**config.mk**
```make
export PLATFORM = sky130hd
export DESIGN_NAME = unidade_controle_drone_flat
export DESIGN_NICKNAME = d
export VERILOG_FILES = /design/src/rtl/unidade_controle_drone_pkg.sv /design/src/rtl/unidade_controle_drone_if.sv /design/src/rtl/unidade_controle_drone_detector_borda.sv /design/src/rtl/unidade_controle_drone.sv /design/src/flat_wrapper.sv
export SDC_FILE = /design/constraint.sdc
export NUM_CORES = 1
export LEC_CHECK = 0
export BUFFER_PORTS_ARGS = -buffer_cell sky130_fd_sc_hd__buf_2
export CAP_MARGIN = 30
export CELL_PAD_IN_SITES_DETAIL_PLACEMENT = 1
export CELL_PAD_IN_SITES_GLOBAL_PLACEMENT = 1
export CORE_MARGIN = 10
export CORE_UTILIZATION = 33
export DETAILED_ROUTE_END_ITERATION = 8
export PLACE_DENSITY = 0.74
export SETUP_SLACK_MARGIN = 0.5
export SYNTH_ARGS = -nofsm -noshare
export SYNTH_HDL_FRONTEND = slang
export SYNTH_SLANG_ARGS = --single-unit
```
**constraint.sdc**
```tcl
create_clock -name clock -period 1.25 [get_ports clock]
set_input_delay 0.1875 -clock clock [delete_from_list [all_inputs] [get_ports clock]]
set_output_delay 0.1875 -clock clock [all_outputs]
set_load 0.03 [all_outputs]
```
**src/rtl/unidade_controle_drone_pkg.sv**
```systemverilog
// Shared types for the drone game controller: state codes, move codes
// and the Moore output decode used by the top level.
package drone_pkg;

    typedef enum logic [3:0] {
        INICIAL  = 4'd0,
        PREPARA  = 4'd1,
        ESPERA   = 4'd2,
        MOVE     = 4'd3,
        AGUARDA  = 4'd4,
        VERIFICA = 4'd5,
        GANHOU   = 4'd6,
        PERDEU   = 4'd7
    } estado_t;

    localparam logic [1:0] CONTROLE_NADA  = 2'b00;
    localparam logic [1:0] CONTROLE_CIMA  = 2'b01;
    localparam logic [1:0] CONTROLE_BAIXO = 2'b10;

    typedef struct packed {
        logic       desloca;
        logic       zeraPosicoes;
        logic       contaT;
        logic       zeraT;
        logic [1:0] controle;
        logic       pronto;
        logic       ganhou;
        logic       perdeu;
    } saidas_t;

    // Output pattern of a state; controle carries the latched move only in MOVE.
    function automatic saidas_t decodifica_saidas(estado_t estado, logic [1:0] jogada);
        saidas_t s;
        s = '0;
        case (estado)
            INICIAL:  s = '0;
            PREPARA: begin
                s.zeraPosicoes = 1'b1;
                s.zeraT        = 1'b1;
            end
            ESPERA:   s.contaT = 1'b1;
            MOVE: begin
                s.desloca  = 1'b1;
                s.zeraT    = 1'b1;
                s.controle = jogada;
            end
            AGUARDA:  s = '0;
            VERIFICA: s = '0;
            GANHOU: begin
                s.pronto = 1'b1;
                s.ganhou = 1'b1;
            end
            PERDEU: begin
                s.pronto = 1'b1;
                s.perdeu = 1'b1;
            end
            default:  s = '0;
        endcase
        return s;
    endfunction

endpackage

```
**src/rtl/unidade_controle_drone_if.sv**
```systemverilog
// Strobe/flag bundle between the drone controller (master) and the game
// datapath (slave).
interface unidade_controle_drone_if;

    logic       desloca;
    logic       zeraPosicoes;
    logic       contaT;
    logic       zeraT;
    logic [1:0] controle;
    logic       colisao;
    logic       fim_espera;
    logic       fim_mapa;

    modport master (
        output desloca, zeraPosicoes, contaT, zeraT, controle,
        input  colisao, fim_espera, fim_mapa
    );

    modport slave (
        input  desloca, zeraPosicoes, contaT, zeraT, controle,
        output colisao, fim_espera, fim_mapa
    );

endinterface

```
**src/rtl/unidade_controle_drone_detector_borda.sv**
```systemverilog
// One-bit rising-edge detector; the previous-value register resets to 1 so a
// level already high when reset releases is not seen as a new press.
module detector_borda (
    input  logic clock,
    input  logic reset,
    input  logic sinal,
    output logic borda
);

    logic anterior_r;

    // Previous-value register, updated every cycle.
    always_ff @(posedge clock) begin
        if (reset) begin
            anterior_r <= 1'b1;
        end else begin
            anterior_r <= sinal;
        end
    end

    assign borda = sinal & ~anterior_r;

endmodule

```
**src/rtl/unidade_controle_drone.sv**
```systemverilog
// Drone game control FSM: paces moves with the move timer, latches the first
// button press per move and judges collision / end of map after each step.
module unidade_controle_drone
    import drone_pkg::*;
(
    input  logic                      clock,
    input  logic                      reset,
    input  logic                      iniciar,
    input  logic                      botao_cima,
    input  logic                      botao_baixo,
    unidade_controle_drone_if.master  dp,
    output logic                      pronto,
    output logic                      ganhou,
    output logic                      perdeu,
    output logic [3:0]                db_estado
);

    estado_t    state_r;
    estado_t    state_s;
    logic [1:0] jogada_r;
    logic [1:0] jogada_s;
    saidas_t    saidas_r;
    logic       borda_cima_s;
    logic       borda_baixo_s;

    detector_borda u_borda_cima (
        .clock (clock),
        .reset (reset),
        .sinal (botao_cima),
        .borda (borda_cima_s)
    );

    detector_borda u_borda_baixo (
        .clock (clock),
        .reset (reset),
        .sinal (botao_baixo),
        .borda (borda_baixo_s)
    );

    // Next-state and next-jogada logic.
    always_comb begin
        state_s  = state_r;
        jogada_s = jogada_r;
        case (state_r)
            INICIAL: begin
                if (iniciar) state_s = PREPARA;
                else         state_s = INICIAL;
            end
            PREPARA: begin
                jogada_s = CONTROLE_NADA;
                state_s  = ESPERA;
            end
            ESPERA: begin
                // Simultaneous edges are ambiguous and leave jogada untouched.
                if ((jogada_r == CONTROLE_NADA) && (borda_cima_s ^ borda_baixo_s)) begin
                    jogada_s = borda_cima_s ? CONTROLE_CIMA : CONTROLE_BAIXO;
                end else begin
                    jogada_s = jogada_r;
                end
                if (dp.fim_espera) state_s = MOVE;
                else               state_s = ESPERA;
            end
            MOVE:    state_s = AGUARDA;
            AGUARDA: state_s = VERIFICA;
            VERIFICA: begin
                if (dp.colisao) begin
                    state_s = PERDEU;
                end else if (dp.fim_mapa) begin
                    state_s = GANHOU;
                end else begin
                    state_s  = ESPERA;
                    jogada_s = CONTROLE_NADA;
                end
            end
            GANHOU, PERDEU: begin
                if (iniciar) state_s = PREPARA;
                else         state_s = state_r;
            end
            default: begin
                state_s  = INICIAL;
                jogada_s = CONTROLE_NADA;
            end
        endcase
    end

    // State, jogada and output registers; outputs are decoded one cycle ahead
    // from the next state so they stay aligned with state_r.
    always_ff @(posedge clock) begin
        if (reset) begin
            state_r  <= INICIAL;
            jogada_r <= CONTROLE_NADA;
            saidas_r <= '0;
        end else begin
            state_r  <= state_s;
            jogada_r <= jogada_s;
            saidas_r <= decodifica_saidas(state_s, jogada_s);
        end
    end

    assign dp.desloca      = saidas_r.desloca;
    assign dp.zeraPosicoes = saidas_r.zeraPosicoes;
    assign dp.contaT       = saidas_r.contaT;
    assign dp.zeraT        = saidas_r.zeraT;
    assign dp.controle     = saidas_r.controle;
    assign pronto          = saidas_r.pronto;
    assign ganhou          = saidas_r.ganhou;
    assign perdeu          = saidas_r.perdeu;
    assign db_estado       = state_r;

endmodule

```
**src/flat_wrapper.sv**
```systemverilog
// flat-port wrapper written by rule: the top's interface ports become plain ports
module unidade_controle_drone_flat import drone_pkg::*;
  (clock, reset, iniciar, botao_cima, botao_baixo, pronto, ganhou, perdeu, db_estado, dp_desloca, dp_zeraPosicoes, dp_contaT, dp_zeraT, dp_controle, dp_colisao, dp_fim_espera, dp_fim_mapa);
  unidade_controle_drone_if dp_i ();
  input  logic clock;
  input  logic reset;
  input  logic iniciar;
  input  logic botao_cima;
  input  logic botao_baixo;
  output logic pronto;
  output logic ganhou;
  output logic perdeu;
  output logic [3:0] db_estado;
  output wire logic [$bits(dp_i.desloca)-1:0] dp_desloca;
  output wire logic [$bits(dp_i.zeraPosicoes)-1:0] dp_zeraPosicoes;
  output wire logic [$bits(dp_i.contaT)-1:0] dp_contaT;
  output wire logic [$bits(dp_i.zeraT)-1:0] dp_zeraT;
  output wire logic [$bits(dp_i.controle)-1:0] dp_controle;
  input wire logic [$bits(dp_i.colisao)-1:0] dp_colisao;
  input wire logic [$bits(dp_i.fim_espera)-1:0] dp_fim_espera;
  input wire logic [$bits(dp_i.fim_mapa)-1:0] dp_fim_mapa;
  assign dp_desloca = dp_i.desloca;
  assign dp_zeraPosicoes = dp_i.zeraPosicoes;
  assign dp_contaT = dp_i.contaT;
  assign dp_zeraT = dp_i.zeraT;
  assign dp_controle = dp_i.controle;
  assign dp_i.colisao = dp_colisao;
  assign dp_i.fim_espera = dp_fim_espera;
  assign dp_i.fim_mapa = dp_fim_mapa;
  unidade_controle_drone u_core (.clock(clock), .reset(reset), .iniciar(iniciar), .botao_cima(botao_cima), .botao_baixo(botao_baixo), .dp(dp_i), .pronto(pronto), .ganhou(ganhou), .perdeu(perdeu), .db_estado(db_estado));
endmodule
```
==> flow_summary.ini, run 1 <==
[sta]
max_freq_mhz = 673
drv_slew = 0
layout_setup_ws_ps = -235
period_minus_slack_ps = 1480
fin_crit_sh_pct = 119
fin_setup_tns_ps = -1810
rsz0062_at_grt = yes
finalClockSkew_ps = 0.555
hold_viol = 0
hold_ws_ps = 78.0
slew_headroom_pct = 63.5
finalSetupViolations = 12
worstMarginPinSlew_ps = 542

[drt]
avgViaCountPerCell = 4.99
ant_nets = 0
drt_iter0_drc = 8
dr.pass1.iters = 4
vias = 669
drt_wl_total_mm = 2.17
drc = 0
wl_per_cell_um = 16.2

[placement]
portBuffers = 20
dp_slack_ps = -207
placed_cell_area_um2 = 955
place.gp.congestion = 0.779
dp_hpwl_mm = 1.61

[grt]
grt_use_total_pct = 10.1
grt_max_degree = 12
grt-ovfl-total = 0
antenna_found_initial = 0
grt_pass1_wl_mm = 3.39
grt_pass1_vias = 694

[power_and_ir_drop]
powerDensity_nw_per_um2 = 828
ir_worst_vdd_mv = 0.539
leakage_uw = 0.000488

[layout]
final_area_um2 = 1170
nets = 115
antenna_cells = 0
drive_gt1_share_pct = 67.0
utilization_pct = 53.9
largest_reg_flops = 4
area_delta_synth_final_pct = 57.0

[floorplanning]
rows = 17
start_util_pct = 34.3
die_area_um2 = 4560
core_region_area_um2 = 2170
die_y_um = 67.5
die_w_um = 67.5
pin_count = 21

[worst_setup_path]
worstSetupPathType = flip-flop to flip-flop
critPathRequiredTime_ps = 1470
critPathMaxFanout = 10
startpoint_type = flip-flop
crit_path_end_kind = flip-flop
worstPathArrival_ps = 1700

[clocking]
tritoncts = done
cts.sinks = 17
htreeDepth = 1
clkTransAtPathRegs_ps = 100
numCtsBuffers = 3
cts_root_buf = clkbuf_4
clkLatencyLatePin_ps = 300
max-clock-path-buffers = 2

[synth]
synth_edf_count = 0
ys_ff_latch = 17
yosysTopAreaCell = dfxtp_1
synth_area_leaders = dfxtp_1 (46%), and2b_1 (3.0%), a31oi_4 (2.9%)
avgSynthCellArea_um2 = 10.2
async_flop_share_pct = 0
ys_seq_area_share_pct = 45.7
syn_area_um2 = 744
syn_inst = 73
synthesis.nets = 81
synth_top_area_share_pct = 45.7
yosys_warnings = 0
synthFlopType = dfxtp_1
netlist-cell-type-count = 39

[status]
status = finished with violations
violations = negative setup slack

[worst_hold_path]
hold_class = input port to flip-flop

[flow_run]
drv_cap = 0
==> metal layers <==
| layer | global-route usage (%) | routed length, um | part of all wire [%] | vias to the layer above |
|---|---|---|---|---|
| li1 | - | - | - | 325 |
| met1 | 10.3 | 846 | 39 | 324 |
| met2 | 17.1 | 1150 | 53 | 15 |
| met3 | 3.64 | 120 | 5.5 | 5 |
| met4 | 6.67 | 50 | 2.3 | 0 |
| met5 | 0 | 0 | 0 | - |
==> report_power, final <==
part	internal (uW)	switching (uW)
combinational	52.4	58.6
sequential	545	8.00
clock	120	184
==> synthesized netlist by cell type (3+ instances only) <==
cell	n
and2b_1	3
dfxtp_1	17
nand2_1	3
nor2_1	4
nor3_1	4
==> layout make-up <==
cell class | instances | area (um^2)
timing repair buffer | 33 | 279
inverter | 2 | 7.51
tap | 28 | 35.0
clock buffer | 3 | 22.5
sequential | 17 | 363
multi-input combinational | 50 | 457
fill | 241 | 1000
clock inverter | 1 | 5.00
==> final timing paths <==
kind                                          endpoint  slack, ps  cells after the start                            from
max                           u_core.ganhou$_SDFF_PP0_       -230                      4  u_core.db_estado[0]$_SDFF_PP0_
min          u_core.u_borda_cima.anterior_r$_SDFF_PP1_         80                      2                      botao_cima
max reg2reg                   u_core.ganhou$_SDFF_PP0_       -230                      4  u_core.db_estado[0]$_SDFF_PP0_
min reg2reg              u_core.jogada_r[1]$_SDFF_PP0_        620                      3   u_core.jogada_r[1]$_SDFF_PP0_
==> layout by cell type, fill, tap and decap left out, types with 3 or more instances in the layout <==
cell type	Yosys	layout
clkbuf_4	0	4
buf_6	1	13
buf_4	0	12
buf_2	2	7
and2b_1	3	3
dfxtp_4	0	3
dfxtp_1	17	5
nand2_1	3	3
dfxtp_2	0	9
nor3_1	4	3
==> what timing repair did <==
item,in CTS,in global routing
endpoints found under the hold margin,0,0
buffers inserted,2,1
pin swaps,0,6
resized for setup,38,10
hold buffers,0,0
setup endpoints to repair,27,27
==> stage by stage <==
step,power [uW],cells
after floorplan,618,73
after global placement,654,127
after detailed placement,658,127
after CTS,975,133
after global routing,1030,134
final,968,134
==> cells by family after synthesis <==
family | Yosys count | share of synthesized area (%)
buf+inv | 6 | 4.37
compound gates | 15 | 18.7
other cells | 1 | 0.504
simple gates | 34 | 30.8
flops | 17 | 45.7
==> critical path, cell delays in order (launching register included) <==
cell and delay (ps):
dfxtp_4 400, or3b_4 400, a31oi_4 210, o21a_2 190
nor4b_4 200
Note: power is estimated with default switching activity, not from simulation.
==> run 2: changes to the inputs <==
--- a/config.mk
+++ b/config.mk
@@ -11,6 +11,7 @@
 export CELL_PAD_IN_SITES_GLOBAL_PLACEMENT = 1
 export CORE_MARGIN = 10
 export CORE_UTILIZATION = 33
+export CTS_BUF_LIST = sky130_fd_sc_hd__clkbuf_16
 export DETAILED_ROUTE_END_ITERATION = 8
 export PLACE_DENSITY = 0.74
 export SETUP_SLACK_MARGIN = 0.5
==> run 2 against run 1 <==
Effect of this change:
- the flow still finishes with violations (negative setup slack)
- critical endpoint unchanged
- combinational power is 7% higher
- clock skew is 1.9 ps higher
- clock-buffer cell count stayed put
- clock power is 120% higher
- largest power group is now the clock network
- critical path depth stayed put
- worst setup slack better by 23 ps
- flip-flop and latch count stayed put
==> flow_summary.ini, run 2 (synthesis results as in run 1) <==
[floorplanning]
rows = 17
start_util_pct = 34.3
die_area_um2 = 4560
core_region_area_um2 = 2170
pin_count = 21
die_y_um = 67.5
die_w_um = 67.5

[grt]
grt_pass1_wl_mm = 3.51
antenna_found_initial = 0
grt_pass1_vias = 701
grt-ovfl-total = 0
grt_use_total_pct = 10.7
grt_max_degree = 12

[worst_setup_path]
critPathRequiredTime_ps = 1410
r2r-end = u_core.ganhou$_SDFF_PP0_
worstRegToRegCells = 4
worstSetupPathType = flip-flop to flip-flop
worstPathArrival_ps = 1620
critPathMaxFanout = 10
r2r_slack_ps = -210
crit_path_end_kind = flip-flop
startpoint_type = flip-flop
r2r-start = u_core.db_estado[0]$_SDFF_PP0_
startpoint = u_core.db_estado[0]$_SDFF_PP0_

[drt]
drt_iter0_drc = 9
ant_nets = 0
dr.pass1.iters = 2
vias = 666
drt_wl_total_mm = 2.42
drc = 0
wl_per_cell_um = 17.9
avgViaCountPerCell = 4.93

[power_and_ir_drop]
leakage_uw = 0.000532
p_sw_uw = 299
fin_total_pwr_uw = 1330
power_frac_seq_pct = 41.7
powerDensity_nw_per_um2 = 1060
p_sw_share_pct = 22.5
intPower_uw = 1030
clkPwrFrac_pct = 49.4
ir_worst_vdd_mv = 0.740
p_comb_share_pct = 8.9

[sta]
rsz0062_at_grt = yes
drv_slew = 0
hold_viol = 0
finalClockSkew_ps = 2.49
layout_setup_ws_ps = -212
finalSetupViolations = 12
period_minus_slack_ps = 1460
fin_crit_sh_pct = 117
max_freq_mhz = 684

[clocking]
numCtsBuffers = 3
cts.sinks = 17
htreeDepth = 1
clkLatencyLatePin_ps = 250
tritoncts = done
max-clock-path-buffers = 2
cts_root_buf = clkbuf_16
clkTransAtPathRegs_ps = 50
hold_buffers = 0

[layout]
final_cell_mix = buf_6 (16), buf_4 (11), dfxtp_2 (9), buf_2 (7)
final_common_cell = buf_6
area_delta_synth_final_pct = 68.2
utilization_pct = 57.7
largest_reg_flops = 4
nets = 116
drive_gt1_share_pct = 68.2
antenna_cells = 0
final_area_um2 = 1250

[worst_hold_path]
hold_class = input port to flip-flop
min_path_cells = 2
worstHoldStart = botao_cima
min_to = u_core.u_borda_cima.anterior_r$_SDFF_PP1_

[status]
status = finished with violations
violations = negative setup slack

[flow_run]
drv_cap = 0

[placement]
dp_slack_ps = -207
portBuffers = 20
dp_hpwl_mm = 1.61
placed_cell_area_um2 = 955
place.gp.congestion = 0.779
run 2: layout make-up:
| class | count | area (um^2) |
|---|---|---|
| Clock buffer | 3 | 75.1 |
| Clock inverter | 1 | 5.00 |
| Fill cell | 236 | 917 |
| Inverter | 2 | 7.51 |
| Multi-Input combinational cell | 50 | 465 |
| Sequential cell | 17 | 367 |
| Tap cell | 28 | 35.0 |
| Timing Repair Buffer | 34 | 298 |
run 2: critical path, stage by stage, from the launching register on:
cell and delay [ps]:
dfxtp_4 400, or3b_4 410, a31oi_4 190, o21a_4 180
nor4b_4 190
run 2: metrics by stage:
step                      cells  hold WS (ps)  setup TNS [ps]
after floorplan              73           294           -1030
after global placement      127           389           -1080
after detailed placement    127           391           -1410
after CTS                   133           129           -1540
after global routing        135           130           -2640
final                       135           129           -1820
run 2: what timing repair did:
item	in CTS	in global routing
setup buffers	2	2
pin swaps	2	4
hold endpoints to repair	0	0
endpoints found under the setup margin	27	27
resized for setup	41	14
run 2: how the worst max path moves through the flow:
stage,depth (start not counted),endpoint,slack [ps]
6_report,4,u_core.ganhou$_SDFF_PP0_,-210
5_1_grt,4,u_core.dp.controle[1]$_SDFF_PP0_,-290
4_1_cts,4,u_core.ganhou$_SDFF_PP0_,-190
3_5_place_dp,4,u_core.ganhou$_SDFF_PP0_,-210
3_3_place_gp,4,u_core.ganhou$_SDFF_PP0_,-170
2_1_floorplan,4,u_core.dp.controle[0]$_SDFF_PP0_,-170
run 2: power by group through the flow:
stage	clock, uW	sequential [uW]	combinational, uW
6_report	657	554	119
5_1_grt	702	555	127
4_1_cts	665	555	105
3_5_place_dp	0	565	92.5
3_3_place_gp	0	564	89.7
2_1_floorplan	0	573	44.8
run 2: per-layer routing:
metal | GRT usage, % | up-vias | wire length, um
met1 | 11.0 | 317 | 958
met4 | 6.92 | 0 | 46
met2 | 17.0 | 15 | 1240
li1 | - | 329 | -
met3 | 5.29 | 5 | 173
met5 | 0 | - | 0
==> run 3: changes to the inputs <==
--- a/config.mk
+++ b/config.mk
@@ -9,12 +9,14 @@
 export CAP_MARGIN = 30
 export CELL_PAD_IN_SITES_DETAIL_PLACEMENT = 1
 export CELL_PAD_IN_SITES_GLOBAL_PLACEMENT = 1
+export CORE_ASPECT_RATIO = 0.9
 export CORE_MARGIN = 10
 export CORE_UTILIZATION = 33
 export CTS_BUF_LIST = sky130_fd_sc_hd__clkbuf_16
 export DETAILED_ROUTE_END_ITERATION = 8
 export PLACE_DENSITY = 0.74
 export SETUP_SLACK_MARGIN = 0.5
+export SKIP_LAST_GASP = 1
 export SYNTH_ARGS = -nofsm -noshare
 export SYNTH_HDL_FRONTEND = slang
 export SYNTH_SLANG_ARGS = --single-unit
==> run 3 against run 2 <==
Effect of this change:
- the flow still finishes with violations (negative setup slack)
- combinational power fell by 13%
- hold slack better by 13 ps
- sequential share of layout area rose by 1.4 points
- maximum frequency rose by 0.26%
- critical path type unchanged
==> flow_summary.ini, run 3 (synthesis results as in run 1) <==
[sta]
rsz0062_at_grt = yes
hold_viol = 0
finalClockSkew_ps = 1.66
finalSetupViolations = 13
drv_slew = 0
period_minus_slack_ps = 1460
fin_crit_sh_pct = 117
hold_ws_ps = 142
layout_setup_ws_ps = -209
max_freq_mhz = 686

[floorplanning]
die_area_um2 = 4560
die_w_um = 70.1
rows = 16
die_y_um = 65.1
core_region_area_um2 = 2160
start_util_pct = 34.4
pin_count = 21

[drt]
drt_iter0_drc = 13
drc = 0
dr.pass1.iters = 3
wl_per_cell_um = 17.1
ant_nets = 0
avgViaCountPerCell = 5.02
drt_wl_total_mm = 2.28
vias = 668

[grt]
grt_pass1_vias = 735
antenna_found_initial = 0
grt-ovfl-total = 0
grt_max_degree = 12
grt_use_total_pct = 10.3
grt_pass1_wl_mm = 3.77

[status]
status = finished with violations
violations = negative setup slack

[layout]
drive_gt1_share_pct = 66.0
antenna_cells = 0
final_common_cell = buf_4
final_area_um2 = 1180
final_cell_mix = buf_4 (13), buf_6 (12), dfxtp_2 (9), buf_2 (8), dfxtp_1 (5)
largest_reg_flops = 4
area_delta_synth_final_pct = 59.2
nets = 115

[worst_setup_path]
cpPeakStageDelay_ps = 370
crit_path_end_kind = flip-flop
worstPathArrival_ps = 1650
path_cells = and2b_1, a311o_1, a211oi_2, and3b_1
startpoint_type = flip-flop
critPathSlowestCell = dfxtp_4
critPathRequiredTime_ps = 1440
critPathMaxFanout = 6
worstSetupPathType = flip-flop to flip-flop
worstRegToRegCells = 4

[clocking]
numCtsBuffers = 3
cts.sinks = 17
htreeDepth = 1
hold_buffers = 0
clkTransAtPathRegs_ps = 50
max-clock-path-buffers = 2
cts_root_buf = clkbuf_16
clkLatencyLatePin_ps = 250
tritoncts = done

[worst_hold_path]
min_path_cells = 2
hold_class = input port to flip-flop

[power_and_ir_drop]
powerDensity_nw_per_um2 = 1090
leakage_uw = 0.000497
ir_worst_vdd_mv = 0.824

[placement]
dp_slack_ps = -202
dp_hpwl_mm = 1.58
portBuffers = 20
placed_cell_area_um2 = 961
place.gp.congestion = 0.820

[flow_run]
drv_cap = 0
run 3: final timing paths:
kind	end	startpoint	slack [ps]
max	u_core.dp.controle[0]$_SDFF_PP0_	u_core.db_estado[1]$_SDFF_PP0_	-210
min	u_core.u_borda_cima.anterior_r$_SDFF_PP1_	botao_cima	140
max reg2reg	u_core.dp.controle[0]$_SDFF_PP0_	u_core.db_estado[1]$_SDFF_PP0_	-210
min reg2reg	u_core.db_estado[0]$_SDFF_PP0_	u_core.db_estado[3]$_SDFF_PP0_	670
run 3: worst max-delay path, delay by kind of cell (launching register included):
family,cells,cell delay (ps)
compound gates,2,620
flops,1,370
simple gates,2,420
run 3: power breakdown:
part	total, uW	internal, uW	switching (uW)
sequential	557	547	9.52
combinational	104	48.9	54.9
clock	634	428	206
run 3: area by class of cell:
type,instances,area [um^2]
clock buffer,3,75.1
clock inverter,1,5.00
fill,232,977
inverter,2,7.51
multi-input combinational,50,428
sequential,17,363
tap,27,33.8
timing repair buffer,33,273
run 3: metal layers:
layer  wire length [um]  GRT usage [%]  vias to the layer above
met3                126           3.96                        5
met2               1190           18.9                       15
met1                936           10.5                      314
met5                  0              0                        -
met4                 25           3.69                        0
li1                   -              -                      334
run 3: repair_timing:
action	CTS	global route
buffers inserted	2	0
endpoints found under the hold margin	0	0
resized for setup	36	5
endpoints found under the setup margin	27	27
pin swaps	7	6
run 3: per-stage QoR:
step	instances	setup TNS [ps]	util (%)	power (uW)
finish	133	-1770	54.8	1290
global route	133	-2640	54.8	1340
CTS	133	-1720	53.9	1310
detailed placement	127	-1380	44.4	656
global placement	127	-989	44.4	652
floorplan	73	-1030	-	618
